**config.mk**
```make
export PLATFORM = sky130hd
export DESIGN_NAME = relm_ps2_rx
export DESIGN_NICKNAME = d
export VERILOG_FILES = /design/src/rtl/relm_ps2_rx.sv
export SDC_FILE = /design/constraint.sdc
export NUM_CORES = 1
export LEC_CHECK = 0
export BUFFER_PORTS_ARGS = -buffer_cell sky130_fd_sc_hd__buf_2
export CORE_ASPECT_RATIO = 0.6
export CORE_MARGIN = 1.5
export CORE_UTILIZATION = 40
export DETAILED_ROUTE_END_ITERATION = 10
export MAX_ROUTING_LAYER = met4
export PLACE_DENSITY = 0.6
export SLEW_MARGIN = 15
export SYNTH_ARGS = -nofsm -noshare
export SYNTH_HDL_FRONTEND = slang
export SYNTH_SLANG_ARGS = --single-unit
```
**constraint.sdc**
```tcl
create_clock -name clk -period 2.8 [get_ports clk]
set_input_delay 0.56 -clock clk [delete_from_list [all_inputs] [get_ports clk]]
set_output_delay 0.56 -clock clk [all_outputs]
set_load 0.01 [all_outputs]
```
**src/rtl/relm_ps2_rx.sv**
```systemverilog
// relm_ps2_rx -- PS/2 device-to-host receiver with a show-ahead byte FIFO.
//
// Deglitches the PS/2 clock and data pins, deserialises 11-bit frames
// (start, 8 data bits LSB first, odd parity, stop), and queues good bytes.
// ReLM reads the queue through a pop port. It can inhibit the device by
// pulling the PS/2 clock line low through the inhibit port.
//
// Ports:
//   clk, rst_n     system clock, asynchronous active-low reset
//   ps2_clk_in     raw PS/2 clock pin level
//   ps2_dat_in     raw PS/2 data pin level
//   ps2_clk_oe     1 = drive PS/2 clock pin low (inhibit), 0 = release
//   pop_d[WD]      pop strobe; all other bits are ignored
//   pop_q          {retry=empty, 0.., overflow @16, errors @15:8, head @7:0}
//   inh_d          bit WD = write strobe, bit 0 = inhibit value
//   inh_retry      constant 0
module relm_ps2_rx #(
  parameter int WD  = 32,
  parameter int WAF = 4,
  parameter int WTO = 14
) (
  input  logic        clk,
  input  logic        rst_n,
  input  logic        ps2_clk_in,
  input  logic        ps2_dat_in,
  output logic        ps2_clk_oe,
  input  logic [WD:0] pop_d,
  output logic [WD:0] pop_q,
  input  logic [WD:0] inh_d,
  output logic        inh_retry
);

  localparam int DEPTH = 2 ** WAF;
  localparam logic [WTO-1:0] TO_MAX = '1;

  typedef enum logic [1:0] {S_IDLE, S_DATA, S_PARITY, S_STOP} state_t;

  // ---------------------------------------------------------------- filter
  // The raw pins are asynchronous. Requiring 8 agreeing samples before the
  // filtered level changes also absorbs any metastable first sample.
  logic [7:0] clk_sr, dat_sr;
  logic       clk_filt, dat_filt, clk_prev;
  logic [7:0] clk_win, dat_win;

  assign clk_win = {clk_sr[6:0], ps2_clk_in};
  assign dat_win = {dat_sr[6:0], ps2_dat_in};

  always_ff @(posedge clk or negedge rst_n) begin
    if (!rst_n) begin
      clk_sr   <= '1;
      dat_sr   <= '1;
      clk_filt <= 1'b1;
      dat_filt <= 1'b1;
      clk_prev <= 1'b1;
    end else begin
      clk_sr   <= clk_win;
      dat_sr   <= dat_win;
      if (clk_win == 8'hFF)      clk_filt <= 1'b1;
      else if (clk_win == 8'h00) clk_filt <= 1'b0;
      if (dat_win == 8'hFF)      dat_filt <= 1'b1;
      else if (dat_win == 8'h00) dat_filt <= 1'b0;
      clk_prev <= clk_filt;
    end
  end

  logic fall;
  assign fall = clk_prev & ~clk_filt;

  // ----------------------------------------------------------- frame FSM
  state_t         state;
  logic [2:0]     bit_cnt;
  logic [7:0]     shift;
  logic           par_ok;
  logic [WTO-1:0] to_cnt;
  logic           inh_reg;
  logic [7:0]     err_cnt;
  logic           frame_err;
  logic           enq;

  // Frame events for this cycle. At most one error source can fire per
  // cycle: the timeout only advances in cycles without an edge.
  always_comb begin
    frame_err = 1'b0;
    enq       = 1'b0;
    if (!inh_reg) begin
      if (fall) begin
        if (state == S_IDLE) begin
          frame_err = dat_filt;
        end else if (state == S_STOP) begin
          if (dat_filt && par_ok) enq = 1'b1;
          else                    frame_err = 1'b1;
        end
      end else if (state != S_IDLE && to_cnt == TO_MAX) begin
        frame_err = 1'b1;
      end
    end
  end

  always_ff @(posedge clk or negedge rst_n) begin
    if (!rst_n) begin
      state   <= S_IDLE;
      bit_cnt <= '0;
      shift   <= '0;
      par_ok  <= 1'b0;
      to_cnt  <= '0;
      inh_reg <= 1'b0;
      err_cnt <= '0;
    end else begin
      if (inh_d[WD]) inh_reg <= inh_d[0];
      if (frame_err && err_cnt != 8'hFF) err_cnt <= err_cnt + 8'd1;

      if (inh_reg) begin
        // Host holds the line: drop any partial frame silently.
        state   <= S_IDLE;
        bit_cnt <= '0;
        to_cnt  <= '0;
      end else if (fall) begin
        to_cnt <= '0;
        case (state)
          S_IDLE: begin
            if (!dat_filt) begin
              state   <= S_DATA;
              bit_cnt <= '0;
            end
          end
          S_DATA: begin
            shift   <= {dat_filt, shift[7:1]};
            bit_cnt <= bit_cnt + 3'd1;
            if (bit_cnt == 3'd7) state <= S_PARITY;
          end
          S_PARITY: begin
            par_ok <= ^{shift, dat_filt};
            state  <= S_STOP;
          end
          default: state <= S_IDLE;
        endcase
      end else if (state != S_IDLE) begin
        if (to_cnt == TO_MAX) begin
          state  <= S_IDLE;
          to_cnt <= '0;
        end else begin
          to_cnt <= to_cnt + 1'b1;
        end
      end
    end
  end

  // ------------------------------------------------------------------ FIFO
  // Pointers carry one extra wrap bit to tell full from empty.
  logic [7:0] mem [DEPTH];
  logic [WAF:0] wr_ptr, rd_ptr;
  logic empty, full, do_pop, do_wr, ovf;

  assign empty  = (wr_ptr == rd_ptr);
  assign full   = (wr_ptr[WAF] != rd_ptr[WAF]) &&
                  (wr_ptr[WAF-1:0] == rd_ptr[WAF-1:0]);
  assign do_pop = pop_d[WD] & ~empty;
  // A simultaneous pop frees the slot the write lands in, so no overflow.
  assign do_wr  = enq & (~full | do_pop);

  always_ff @(posedge clk) begin
    if (do_wr) mem[wr_ptr[WAF-1:0]] <= shift;
  end

  always_ff @(posedge clk or negedge rst_n) begin
    if (!rst_n) begin
      wr_ptr <= '0;
      rd_ptr <= '0;
      ovf    <= 1'b0;
    end else begin
      if (do_wr)  wr_ptr <= wr_ptr + 1'b1;
      if (do_pop) rd_ptr <= rd_ptr + 1'b1;
      if (do_pop)          ovf <= 1'b0;
      else if (enq && full) ovf <= 1'b1;
    end
  end

  // ------------------------------------------------------------- outputs
  logic [WD:0] pop_next;

  always_comb begin
    pop_next         = '0;
    pop_next[WD]     = empty;
    pop_next[7:0]    = empty ? 8'h00 : mem[rd_ptr[WAF-1:0]];
    pop_next[15:8]   = err_cnt;
    pop_next[16]     = ovf;
  end

  always_ff @(posedge clk or negedge rst_n) begin
    if (!rst_n) begin
      pop_q     <= '0;
      pop_q[WD] <= 1'b1;
    end else begin
      pop_q <= pop_next;
    end
  end

  assign ps2_clk_oe = inh_reg;
  assign inh_retry  = 1'b0;

  // Payload bits of the port words that carry no meaning here.
  logic unused_bits;
  assign unused_bits = ^{pop_d[WD-1:0], inh_d[WD-1:1]};

endmodule

```
* Word-level counts from Yosys, hierarchy flattened
Memories as Yosys holds them, arrays and structs flattened.
Cells that the tools add are included.
** Storage, ports and cells
- Register bits :: 83
- Latch bits :: 0
- Memory bits (writable) :: 128
- ROM bits :: 0
- Input bits :: 70
- Word-level logic and storage cells :: 100
- Memories kept :: 1
** Memory list
- mem :: words 16, bits a word 8, rd ports 1, clocked after Yosys merged registers in 0, wr ports 1, RTL line 150 : logic [7:0] mem [DEPTH];
** Cells by class
- $add $sub $neg :: 5
- Multiply operators :: 0
- Div/mod/pow operators :: 0
- Magnitude comparators :: 0
- Eq/ne operators :: 14
- Shifts and indexed selects :: 0
- Muxes and demuxes :: 35
- Bitwise operators :: 8
- Reductions and logical operators :: 21
** Operator list (count)
- 14-bit two-way mux :: 4
- 1-bit two-way mux :: 19
- 8-bit == test, second input constant :: 2
- 8-bit zero test :: 2
- 14-bit by 1-bit adder with 14-bit output, second input constant :: 1
- 14-bit == test, second input constant :: 1
- 2-bit two-way mux :: 6
- 5-bit by 1-bit adder with 5-bit output, second input constant :: 2
- 2-bit nonzero test :: 5
- 3-bit two-way mux :: 3
- 3-bit AND reduction :: 3
- 3-bit nonzero test :: 3
- 9-bit parity :: 1
- 8-bit by 1-bit adder with 8-bit output, second input constant :: 1
- 8-bit two-way mux :: 1
- 4-bit inequality test, second input constant :: 2
- 8-bit inequality test, second input constant :: 1
- 2-bit one-hot mux with 3 select lines :: 1
- 3-bit one-hot mux with 2 select lines :: 1
- 5-bit == test :: 1
- 1-bit logical AND :: 5
- 2-bit == test, second input constant :: 2
- 4-bit == test :: 1
- 1-bit inverter :: 4
- other kinds (9) :: 11

* Depth between registers and ports, before layout
Gate-level depths: netlist of run 1.
- Word-level depth :: 9
- Mapped depth :: 8
- Depth with buffers taken out :: 7

* Worst setup path before layout of run 1
No wires, ideal clock.
- Path kind :: reg2reg
- From :: reg state[0]
- To :: mem mem[3][0] (enable)
- Library setup time :: 0.383 ns
- Data arrival time :: 1.999 ns
- Slack :: 0.418 ns
- Cell stages (with the launch flop) :: 9
- Period minus slack after synthesis :: 2.382 ns
- Cells stage by stage :: dfrtp_1 > inv_1 > ha_1 > nor2b_1 > nand4_1 > a31oi_1 > buf_2 > nand2_1 > nor3_1
** Between the ends
- Cells in the longest elaborated chain, start to end :: 8
- Elaborated cells between the ends (all ways) :: 9
- Classes of those cells :: eq/ne: 1; mux: 6; bitwise: 1; reduce/logical: 1
** RTL lines
- from (decl) :: RTL line 70 : state_t state;
- from (signal assigned) :: RTL line 101 : state <= S_IDLE;
- from (signal assigned) :: RTL line 114 : state <= S_IDLE;
- from (signal assigned) :: RTL line 122 : state <= S_DATA;
- 2-bit == test :: RTL line 89 : end else if (state == S_STOP) begin
- 1-bit two-way mux :: RTL line 89
- 1-bit two-way mux * :: RTL line 87 : if (state == S_IDLE) begin
- 1-bit two-way mux * :: RTL line 86 : if (fall) begin
- 1-bit two-way mux * :: RTL line 85 : if (!inh_reg) begin
- 1-bit AND * :: RTL line 159 : assign do_wr = enq & (~full | do_pop);
- 1-bit two-way mux * :: RTL line 162 : if (do_wr) mem[wr_ptr[WAF-1:0]] <= shift;
- 1-bit two-way mux (not written as such) * :: RTL line 162
- to (decl) :: RTL line 150
Every way passes the cells marked *; elsewhere a longest branch is shown, timed or not.

* Worst setup path in the final report of run 1
- From :: reg state[0]
- To :: mem mem[15][2] (enable)
The elaborated chain is that of the path after synthesis.

==> results.toml, run 1 <==
[global_routing]
overflow = 0
grt_antenna_before_repair = 0
grt_max_degree = 50
grt_pass1_vias = 4457
grt_usage_pct = 15.80
grt_pass1_wl_um = 25670

[placed_design]
dpl_cell_area_um2 = 9012
port_buffers = 25
dp_hpwl_um = 11120
place.gp.congestion = 0.7422

[finish]
final.fill_count = 1822
final_area_um2 = 9647
syn_to_final_growth_pct = 12.08
drive_gt1_share_pct = 25.57
final_util_pct = 45.87
regArea_um2 = 5944
fin_nets = 644
multi_input_area_um2 = 2464
diodes = 0

[run_status]
outcome = "completed"

[timing]
slew_headroom_pct = 48.34
final_hold_viol_count = 0
worst_clock_skew_ns = 0.01690
min_period_over_period_pct = 86.91
tightest_slew_ns = 0.7733
fmax_ghz = 0.4109
setup_viol = 0
rsz0062_at_grt = "false"
layout_min_cycle_time_ns = 2.434
setup-tns-final_ns = 0
maxSlewViolCount = 0

[critical_path]
reg2reg_from = "state[0]"
worst_setup_path_start_kind = "flop"
r2r-end = "mem[15][2]"
startpoint = "state[0]"
r2r_cells = 7
worst_ep_arrival_time_ns = 2.57
reg2reg_slack_ns = 0.37
cp_data_required_time_ns = 2.93
path_max_fanout = 20
crit_path_end_kind = "flop"
crit_type = "reg2reg"

[cts]
clock_latency_ns = 0.50
clock-sinks = 211
cts_tree = "built"
cts_buffers = 20
clk_pin_slew_ns = 0.07
post_cts_buffers = 0
cts_buffer_depth = 3
root_buffer = "clkbuf_16"
post_cts_resized = 0
htree_levels = 1
cts_hold_buffers = 0

[yosys]
synth-edff-count = 128
synth_compound_area_share_pct = 4.361
synth_top_area_cell = "edfxtp_1"
ys.flop_type = "edfxtp_1"
syn_inst = 525
synth_top_family_by_area = "multiplexers"
netlist.area_leader.share_pct = 44.66
async_flop_share_pct = 39.34
synth-simple-area-share_pct = 8.097
synth_seq_cells = 211
yosys_warnings = 0
post-synth-top-count-cell = "edfxtp_1"
synth_cell_types = 54
synth_fa_ha_area_share_pct = 1.890
ys_seq_area_share_pct = 69.05
yosys-top-cells-area = "edfxtp_1, dfrtp_1, mux4_2, dfstp_2, xnor2_1"
synth-xor-area-share_pct = 3.765
syn_area_per_cell_um2 = 16.39
synth_mux_area_share_pct = 9.812
ys_top_cells_by_count = "edfxtp_1, dfrtp_1, mux4_2"
syn_area_um2 = 8607

[power_and_ir_drop]
power.density_nw_per_um2 = 752.6
irDropWorstVdd_v = 0.0005307
power.leakage_nw = 3.669
power.total_mw = 7.260

[drt]
vias = 4475
first_iter_violations = 337
vias_per_cell = 5.240
wl_per_cell_um = 19.61
drcViolationCount = 0
ant_nets = 0
drt-total-wl_um = 16740
drtPass1Iterations = 4

[run]
drv_cap = 0

[worst_hold_path]
hold_path_class = "in2async"

[die]
die_x_um = 192.4
initial_core_util_pct = 40.92
core_um2 = 21030
row_count = 41
io_pins = 105
die-area_um2 = 22440
dieHeight_um = 116.6
## placed cells by master (no fill, tap or decap), types with 18 or more instances in the layout
cell,count
mux4_2,32
dfstp_2,18
nand2_1,24
clkbuf_16,20
xnor2_1,22
dfrtp_1,64
a21oi_1,18
buf_2,24
edfxtp_1,128
## critical path: stages, from the launching register on
cell and delay [ns]:
dfrtp_1 0.40, inv_1 0.08, ha_1 0.32, nor2b_1 0.20, nand4_1 0.16, a31oi_1 0.17, buf_4 0.23, and3_1 0.51
## worst max-delay path by stage
stage,endpoint,slack (ns),cells after the start
2_1_floorplan,mem[3][0],0.42,8
3_3_place_gp,mem[15][0],0.43,7
3_5_place_dp,mem[10][2],0.37,7
4_1_cts,mem[10][2],0.37,7
5_1_grt,mem[15][7],0.19,7
6_report,mem[15][2],0.37,7
## through the flow
stage	instances	hold WS, ns	worst slack, ns
after floorplan	540	0.2644	0.4180
after global placement	818	0.3548	0.4340
after detailed placement	818	0.3595	0.3746
after CTS	854	0.08552	0.3716
after global routing	854	0.1052	0.1899
final	854	0.07185	0.3664
## flip-flops by register name, indices dropped and copies added, names as in the netlist
name and flops:
state 2, par_ok 1, to_cnt 14, mem 128, clk_filt 1, wr_ptr 5
bit_cnt 3, shift 8, ps2_clk_oe 1, err_cnt 8, dat_filt 1, clk_prev 1
pop_q 18, dat_sr 7, clk_sr 7, rd_ptr 5, ovf 1
## power by group
part,switching (mW),internal (mW)
Sequential,0.108,3.42
Clock,1.14,1.45
Combinational,0.676,0.471
Total,1.92,5.34
## kinds of logic after synthesis
group / after synthesis
mux: 43
compound gates: 58
buf+inv: 48
fa+ha+maj: 13
simple gates: 114
other cells: 1
xor+xnor: 37
flops: 211
## per-layer routing
layer / track usage, % / wire length [um]
met1: 23.28 / 8461
met2: 23.09 / 7333
met3: 2.584 / 714
met4: 3.359 / 235
met5: - / 0
## area by class of cell
class                           count  share of cell area [%]
Clock buffer                       26                   5.940
Sequential cell                   211                   61.62
Timing Repair Buffer               37                   2.257
Inverter                           10                  0.3891
Multi-Input combinational cell    281                   25.54
Clock inverter                     10                  0.6355
Tap cell                          279                   3.619
(Power assumes the default switching activity.)
==> run 2: changes to the inputs <==
--- a/config.mk
+++ b/config.mk
@@ -5,6 +5,7 @@
 export SDC_FILE = /design/constraint.sdc
 export NUM_CORES = 1
 export LEC_CHECK = 0
+export ABC_AREA = 1
 export BUFFER_PORTS_ARGS = -buffer_cell sky130_fd_sc_hd__buf_2
 export CORE_ASPECT_RATIO = 0.6
 export CORE_MARGIN = 1.5
==> run 2 against run 1 <==
Net effect:
- register-to-register slack improved by 0.06 ns
- core utilization rose by 1.1 points
- highest routed layer unchanged
- fmax rose by 2.6%
- worst hold slack improved by 0.099 ns
- synthesized area rose by 6.5%
- sequential share of layout area fell by 4.8 points
- clock skew rose by 0.0012 ns
- largest power group unchanged
- clock-buffer cell count fell by 2
- sequential power rose by 5.9%
- final cell count rose by 49%
- power rose by 24%
- critical path type unchanged
==> results.toml, run 2 <==
[die]
row_count = 42
die-area_um2 = 23860
core_um2 = 22280
initial_core_util_pct = 41.13
die_x_um = 198.4
io_pins = 105
dieHeight_um = 120.2

[global_routing]
grt_max_degree = 58
grt_antenna_before_repair = 0
overflow = 0
grt_pass1_vias = 5689
grt_usage_pct = 17.88
grt_pass1_wl_um = 31790

[timing]
rsz0062_at_grt = "false"
final_hold_viol_count = 0
min_period_over_period_pct = 84.74
setup-tns-final_ns = 0
fmax_ghz = 0.4215
maxSlewViolCount = 0
tightest_slew_ns = 0.7980
setup_viol = 0
layout_min_cycle_time_ns = 2.373
worst_clock_skew_ns = 0.01812
slew_headroom_pct = 46.80

[yosys]
post-synth-top-count-cell = "nand2_1"
ys_top_cells_by_count = "nand2_1, nor2_1, edfxtp_1"
ys.flop_type = "edfxtp_1"
yosys_warnings = 0
yosys-top-cells-area = "edfxtp_1, dfrtp_1, nand2_1, nor2_1, dfstp_2"
synth_seq_cells = 211
async_flop_share_pct = 39.34
netlist.area_leader.share_pct = 41.94
syn_area_per_cell_um2 = 10.26
synth-edff-count = 128
syn_area_um2 = 9164
synth_top_area_cell = "edfxtp_1"
syn_inst = 893
ys_seq_area_share_pct = 64.86
synth_cell_types = 35

[critical_path]
worst_ep_arrival_time_ns = 2.57
worst_setup_path_start_kind = "flop"
crit_type = "reg2reg"
reg2reg_from = "state[0]"
crit_path_end_kind = "flop"
startpoint = "state[0]"
cp_data_required_time_ns = 3.00
r2r-end = "mem[9][6]"
reg2reg_slack_ns = 0.43
path_max_fanout = 21
r2r_cells = 8

[cts]
root_buffer = "clkbuf_16"
post_cts_resized = 0
cts_buffer_depth = 3
cts_buffers = 21
clock-sinks = 211
htree_levels = 1
cts_tree = "built"
clock_latency_ns = 0.51
clk_pin_slew_ns = 0.07

[finish]
syn_to_final_growth_pct = 14.25
layout_commonest_cell = "nand2_1"
diodes = 0
largest_reg_flops = 128
final_area_um2 = 10470
fin_nets = 1030
stdcell_count = 1270
final_cell_mix = "nand2_1, nor2_1, edfxtp_1"
drive_gt1_share_pct = 13.62

[power_and_ir_drop]
clkPwrFrac_pct = 33.3
seq_power_share_pct = 41.5
power.leakage_nw = 4.339
p_switching_mw = 2.941
power.density_nw_per_um2 = 861.2
internal_power_mw = 6.076
swShare_pct = 32.62
power_frac_comb_pct = 25.2
irDropWorstVdd_v = 0.0004309

[placed_design]
dp_cells = 1231
dp_hpwl_um = 12940
place.gp.congestion = 0.8329
dpl_cell_area_um2 = 9727
port_buffers = 25

[worst_hold_path]
min_to = "clk_sr[0]"
hold_path_class = "in2reg"
hold_start = "ps2_clk_in"
min_path_cells = 1

[drt]
dr_wl_met3_um = 1473
wl_per_cell_um = 15.60
met1_length_um = 10500
dr_wl_met2_um = 7548
top_layer = "met4"
first_iter_violations = 539
vias = 6224
ant_nets = 0
drcViolationCount = 0
drt-total-wl_um = 19820
drtPass1Iterations = 5
vias_per_cell = 4.901

[run_status]
outcome = "completed"

[run]
drv_cap = 0
run 2: cell count changes after synthesis, sizes merged, moves of 15 or more:
cell	delta
xnor2	-15
nor3	+15
and3	-15
nand3	+45
o21ai	+79
nor2	+152
inv	+53
a22oi	-16
mux4	-32
nand2	+154
run 2: what timing repair did:
action,CTS,global route
endpoints found under the hold margin,18,0
hold buffers,1,0
buffers inserted,0,0
run 2: critical path, cell delays in order (launching register included):
cell and delay (ns):
dfrtp_1 0.40, inv_1 0.08, ha_1 0.28, inv_2 0.13, nand2_1 0.09, nor3_4 0.28
nand2_2 0.28, nor3_1 0.28, buf_4 0.24
run 2: layout make-up:
class	instances	area (um2)
Clock inverter	14	176.4
Tap cell	308	385.4
Fill cell	2063	11810
Inverter	65	244.0
Sequential cell	211	5944
Timing Repair Buffer	59	397.9
Multi-Input combinational cell	589	2765
Clock buffer	24	556.8
run 2: cell families (layout without fill, tap and decap cells):
kind of cell / Yosys count / in the layout / synth area share (%)
AOI/OAI and AO/OA: 108 / 108 / 6.076
xor gates and xnor gates: 17 / 17 / 1.625
adders and majority gates: 13 / 13 / 1.775
buffers and inverters: 108 / 162 / 5.584
DFF: 211 / 211 / 64.86
other: 1 / 16 / 0.04092
and+or+nand+nor: 435 / 435 / 20.04
run 2: worst max-delay path by stage:
stage / slack [ns] / depth (start not counted) / end
6_report: 0.43 / 8 / mem[9][6]
5_1_grt: 0.25 / 8 / mem[9][6]
4_1_cts: 0.42 / 8 / mem[9][6]
3_5_place_dp: 0.44 / 8 / mem[3][1]
3_3_place_gp: 0.49 / 8 / mem[9][1]
2_1_floorplan: 0.43 / 8 / mem[13][0]
run 2: metrics by stage:
| step | worst slack [ns] | total power, mW | util (%) | hold WS (ns) |
|---|---|---|---|---|
| after floorplan | 0.4343 | 5.336 | - | 0.2644 |
| after global placement | 0.4878 | 6.052 | 43.65 | 0.3548 |
| after detailed placement | 0.4373 | 6.079 | 43.65 | 0.3570 |
| after CTS | 0.4218 | 9.108 | 46.99 | 0.1510 |
| after global routing | 0.2538 | 9.519 | 46.99 | 0.1572 |
| final | 0.4273 | 9.017 | 46.99 | 0.1707 |
run 2: power groups by stage:
| stage | clock, mW | combinational (mW) | sequential [mW] |
|---|---|---|---|
| 2_1_floorplan | 0 | 1.56 | 3.77 |
| 3_5_place_dp | 0 | 2.28 | 3.80 |
| 3_3_place_gp | 0 | 2.25 | 3.81 |
| 4_1_cts | 3.08 | 2.29 | 3.74 |
| 5_1_grt | 3.19 | 2.55 | 3.78 |
| 6_report | 3.00 | 2.27 | 3.74 |
run 2: per-layer routing:
metal | global-route usage, % | vias up
met1 | 28.79 | 2967
met4 | 3.149 | 0
met2 | 22.81 | 177
met3 | 3.821 | 28
met5 | - | -
li1 | - | 3052
